File: config.mk
export PLATFORM = sky130hd
export DESIGN_NAME = pipe_stage_ctrl
export DESIGN_NICKNAME = d
export VERILOG_FILES = /design/src/rtl/pipe_stage_ctrl.sv
export SDC_FILE = /design/constraint.sdc
export NUM_CORES = 1
export LEC_CHECK = 0
export CAP_MARGIN = 20
export CORE_MARGIN = 2
export CORE_UTILIZATION = 25
export CTS_CLUSTER_DIAMETER = 200
export DETAILED_ROUTE_END_ITERATION = 16
export HOLD_SLACK_MARGIN = 0.08
export PLACE_DENSITY = 0.55
export SLEW_MARGIN = 20
export SYNTH_ARGS = -nofsm -noshare
export SYNTH_HDL_FRONTEND = slang
export SYNTH_SLANG_ARGS = --single-unit
File: constraint.sdc
create_clock -name clk -period 1.8 [get_ports clk]
set_input_delay 0.36 -clock clk [delete_from_list [all_inputs] [get_ports clk]]
set_output_delay 0.36 -clock clk [all_outputs]
set_load 0.005 [all_outputs]
File: src/rtl/pipe_stage_ctrl.sv
// Pipeline sequencer for the 5-stage MIPS core: stage enables, load-use bubble, branch squash, memory hang watch.
// Optional performance counters are compiled in with `define PIPE_CTRL_PERF_EN.
module pipe_stage_ctrl #(
   parameter int unsigned MAX_WAIT = 255
`ifdef PIPE_CTRL_PERF_EN
  ,parameter int unsigned CNT_W    = 32
`endif
) (
   input  logic       clk,
   input  logic       resetn,
   output logic       imem_req,
   input  logic       imem_ack,
   input  logic       mem_op,
   output logic       dmem_req,
   input  logic       dmem_ack,
   input  logic       ex_mem_to_reg,
   input  logic [4:0] ex_rt,
   input  logic [4:0] id_rs,
   input  logic [4:0] id_rt,
   input  logic       id_valid,
   input  logic       redirect,
   output logic       fetch_enable,
   output logic       decode_enable,
   output logic       execute_enable,
   output logic       memory_enable,
   output logic       writeback_enable,
   output logic       m_or_e,
   output logic       bubble_ex,
   output logic       flush_id,
   output logic       timeout
`ifdef PIPE_CTRL_PERF_EN
  ,output logic [CNT_W-1:0] perf_cycles,
   output logic [CNT_W-1:0] perf_advances,
   output logic [CNT_W-1:0] perf_lu_stalls,
   output logic [CNT_W-1:0] perf_mem_stalls
`endif
);

   localparam int unsigned WAIT_W = 8;

   typedef enum logic {
      RUN  = 1'b0,
      WAIT = 1'b1
   } state_t;

   state_t            state;
   state_t            state_nxt;
   logic              i_done;
   logic              i_done_nxt;
   logic              d_done;
   logic              d_done_nxt;
   logic [WAIT_W-1:0] wait_cnt;
   logic [WAIT_W-1:0] wait_cnt_nxt;
   logic              timeout_nxt;
   logic              ack_i;
   logic              ack_d;
   logic              advance;
   logic              hz;

   // Load-use: the lw in execute writes a register the decode instruction reads ($0 never hazards)
   assign hz = ex_mem_to_reg & id_valid & (ex_rt != 5'd0) &
               ((ex_rt == id_rs) | (ex_rt == id_rt));

   // State and handshake bookkeeping
   always_ff @(posedge clk or negedge resetn) begin
      if (!resetn) begin
         state    <= RUN;
         i_done   <= 1'b0;
         d_done   <= 1'b0;
         wait_cnt <= '0;
         timeout  <= 1'b0;
      end else begin
         state    <= state_nxt;
         i_done   <= i_done_nxt;
         d_done   <= d_done_nxt;
         wait_cnt <= wait_cnt_nxt;
         timeout  <= timeout_nxt;
      end
   end

   // Next state, request handshakes and per-advance stage controls
   always_comb begin
      state_nxt        = state;
      i_done_nxt       = i_done;
      d_done_nxt       = d_done;
      wait_cnt_nxt     = wait_cnt;
      timeout_nxt      = timeout;
      imem_req         = 1'b0;
      dmem_req         = 1'b0;
      ack_i            = 1'b0;
      ack_d            = 1'b0;
      advance          = 1'b0;
      fetch_enable     = 1'b0;
      decode_enable    = 1'b0;
      execute_enable   = 1'b0;
      memory_enable    = 1'b0;
      writeback_enable = 1'b0;
      m_or_e           = 1'b0;
      bubble_ex        = 1'b0;
      flush_id         = 1'b0;

      case (state)
         RUN: begin
            state_nxt = WAIT;
         end
         WAIT: begin
            imem_req = ~i_done;
            dmem_req = mem_op & ~d_done;
            // Acks only count while their request is outstanding
            ack_i    = i_done | (imem_req & imem_ack);
            ack_d    = ~mem_op | d_done | (dmem_req & dmem_ack);
            advance  = ack_i & ack_d;
            if (advance) begin
               state_nxt        = RUN;
               fetch_enable     = ~hz;
               decode_enable    = ~hz;
               execute_enable   = 1'b1;
               memory_enable    = 1'b1;
               writeback_enable = 1'b1;
               bubble_ex        = hz;
               flush_id         = redirect & ~hz;
               // A held decode keeps its fetched instruction, so no re-fetch next time
               i_done_nxt       = hz;
               d_done_nxt       = 1'b0;
               wait_cnt_nxt     = '0;
            end else begin
               m_or_e     = ~ack_d;
               i_done_nxt = ack_i;
               d_done_nxt = d_done | (dmem_req & dmem_ack);
               if (wait_cnt != '1) begin
                  wait_cnt_nxt = wait_cnt + WAIT_W'(1);
               end
               if (32'(wait_cnt_nxt) >= MAX_WAIT) begin
                  timeout_nxt = 1'b1;
               end
            end
         end
         default: begin
            state_nxt = RUN;
         end
      endcase
   end

`ifdef PIPE_CTRL_PERF_EN
   // Wrapping event counters
   always_ff @(posedge clk or negedge resetn) begin
      if (!resetn) begin
         perf_cycles     <= '0;
         perf_advances   <= '0;
         perf_lu_stalls  <= '0;
         perf_mem_stalls <= '0;
      end else begin
         perf_cycles <= perf_cycles + CNT_W'(1);
         if (advance) begin
            perf_advances <= perf_advances + CNT_W'(1);
         end
         if (advance & hz) begin
            perf_lu_stalls <= perf_lu_stalls + CNT_W'(1);
         end
         if (dmem_req) begin
            perf_mem_stalls <= perf_mem_stalls + CNT_W'(1);
         end
      end
   end
`endif

endmodule

==> impl_metrics.toml <==
[timing]
post-route-min-period_ns = 1.88
fin_skew_ns = 0.00512
slew_violations = 0
final_hold_viol_count = 0
setup_viol = 3
hold_slack_ns = 0.432
slew_headroom_pct = 62.3
fin_crit_sh_pct = 104
max_freq_ghz = 0.533
worst_slew_pin_slew_ns = 0.564
worst_slack_ns = -0.0753
rsz0062_at_grt = "true"

[pwr]
totalPowerFinal_w = 0.00147
ir_drop_uv = 341
p_leak_nw = 0.706
power.density_nw_per_um2 = 948

[worst_setup_path]
crit_family = "simple AND/OR/NAND/NOR gates"
cp_max_fo = 3
end_kind = "output port"
critPathMaxStageDelay_ns = 0.43
crit_buf_inv = 3
start_kind = "flop"
required_ns = 1.44
path_common_cell = "buf_6"
worstPathArrival_ns = 1.52
cp_cell_sequence = "nor3b_4 > nor3_2 > buf_4 > buf_6 > and3_4 > buf_6"
crit_type = "reg2out"
critPathSlowestCell = "dfrtp_1"

[logic_synthesis]
synth_top_area_share_pct = 33.1
synth-edff-count = 0
syn-instance-count = 109
ys_seq_area_share_pct = 33.1
synth_warnings = 0
async_reset_ff_share_pct = 100
synthFlopType = "dfrtp_1"
synth_common_cells = "a21oi_1 (13), dfrtp_1 (12), nor2_1 (11), xnor2_1 (11), nand2_1 (9)"
synth_top_cell_by_area = "dfrtp_1"
synth-seq-cells = 12
synth.avg_cell_area_um2 = 8.32
synth.most_common_cell = "a21oi_1"
synth_nets = 133
synthTopCellsByArea = "dfrtp_1 (33%), xnor2_1 (11%), a21oi_1 (7.2%)"
netlist_area_um2 = 907
synth.distinct_cells = 35

[global_route]
grt_use_total_pct = 13.5
grt_pass1_vias = 1039
grt_max_degree = 13
overflow = 0
grt_first_pass_wirelength_mm = 4.44
antenna_found_initial = 0

[final_layout]
multi_input_area_um2 = 624
n_antenna_cell = 0
post_route_cells_drive_above_1_share_pct = 38.2
seqCellArea_um2 = 300
fin_util_pct = 45.4
nFillCells = 368
fin_nets = 195
finalNonFillerCells = 216
synthToLayoutAreaGrowth_pct = 70.9

[placement]
gp_congestion = 0.854
dp.final_hpwl_mm = 1.99
port-buffer-count = 33
dp.cells = 205

[clock_tree]
cts-buffers-inserted = 3
clock_path_buffers = 2
cts.clk_slew.worst_paths_ns = 0.09
cts_tree = "built"
htree_levels = 1
root_buffer = "clkbuf_4"
worstSkewPairLatency_ns = 0.28
cts.sinks = 12

[floorplan]
core.rowCount = 21
ios = 34
die_h_um = 64.2
die_x_um = 64.2
start_util_pct = 26.6
die_area_um2 = 4130
core_um2 = 3420

[run_status]
failed_checks = "negative setup slack"
status = "finished, violations left"

[detailed_routing]
final_antenna_net_count = 0
viasPerCell = 4.78
drc = 0
first_iter_violations = 84
dr_total_vias = 1032
wire_per_inst_um = 11.8
totalWireLength_mm = 2.56
dr.pass1.iters = 4

[hold_path]
hp-class = "in2async"

[run]
drv_cap = 0
## cell type report
cell class,instances,area share [%]
timing repair buffer,63,33.1
tap,46,3.71
clock buffer,4,2.34
sequential,12,19.4
inverter,5,1.21
multi-input combinational,86,40.3
## worst paths after layout
kind                            depth (start not counted)     endpoint  slack [ns]        start
worst min-delay path                                    1  wait_cnt[3]        0.43       resetn
worst max register to register                          5  wait_cnt[3]        0.22  wait_cnt[1]
worst max-delay path                                    6    bubble_ex       -0.08       d_done
worst min register to register                          2      timeout        0.47      timeout
max in group asynchronous                               1        state        1.00       resetn
min in group clk                                        2      timeout        0.47      timeout
## metal layers
layer / track usage (%) / share of wire (%)
met1: 15.6 / 41
met3: 2.99 / 6.6
met4: 3.99 / 1.1
met5: 0 / 0
met2: 24.5 / 51
## state kept, by name, summed over array words and instances (netlist names)
signal    flops
d_done        1
i_done        1
state         1
timeout       1
wait_cnt      8
## kinds of logic after synthesis
logic type                 Yosys count  share of synthesized area (%)
AOI/OAI and AO/OA                   31                           21.4
xor gates and xnor gates            11                           10.6
adders and majority gates            1                           1.38
buffers and inverters               11                           7.17
DFF                                 12                           33.1
muxes                                1                           1.10
and+or+nand+nor                     42                           25.2
## metrics by stage
stage,worst slack (ns),setup TNS [ns],cell area (um2)
after floorplan,0.0355,0,912
after global placement,-0.794,-5.19,1440
after detailed placement,-0.813,-5.45,1440
after CTS,-0.122,-0.429,1520
after global routing,-0.165,-0.492,1550
final,-0.0753,-0.146,1550
## power breakdown
group / switching (W) / internal [W]
Sequential: 0.0000679 / 0.000335
Combinational: 0.000366 / 0.000472
Clock: 0.000105 / 0.000123
## cells in the final DEF, fill, tap and decap left out, drive strengths merged, types with 2 or more instances in the layout
master and n:
o21ai 4, xnor2 11, nor2 11, o2bb2ai 2, a2bb2oi 2, nand2 10, o31ai 2, nor3b 4
buf 38, nor3 5, dlygate4sd2 15, inv 5, and3 2, dfrtp 12, a21oi 13, clkdlybuf4s50 5
nand3 5, clkbuf 8, a31oi 3
## what timing repair did
item / CTS / global route
gates resized for setup: 68 / 13
hold endpoints to repair: 0 / 0
pin swaps: 20 / 8
endpoints found under the setup margin: 10 / 8
hold buffers: 0 / 0
buffers inserted: 5 / 3
Power figures use the tool's default switching activity.
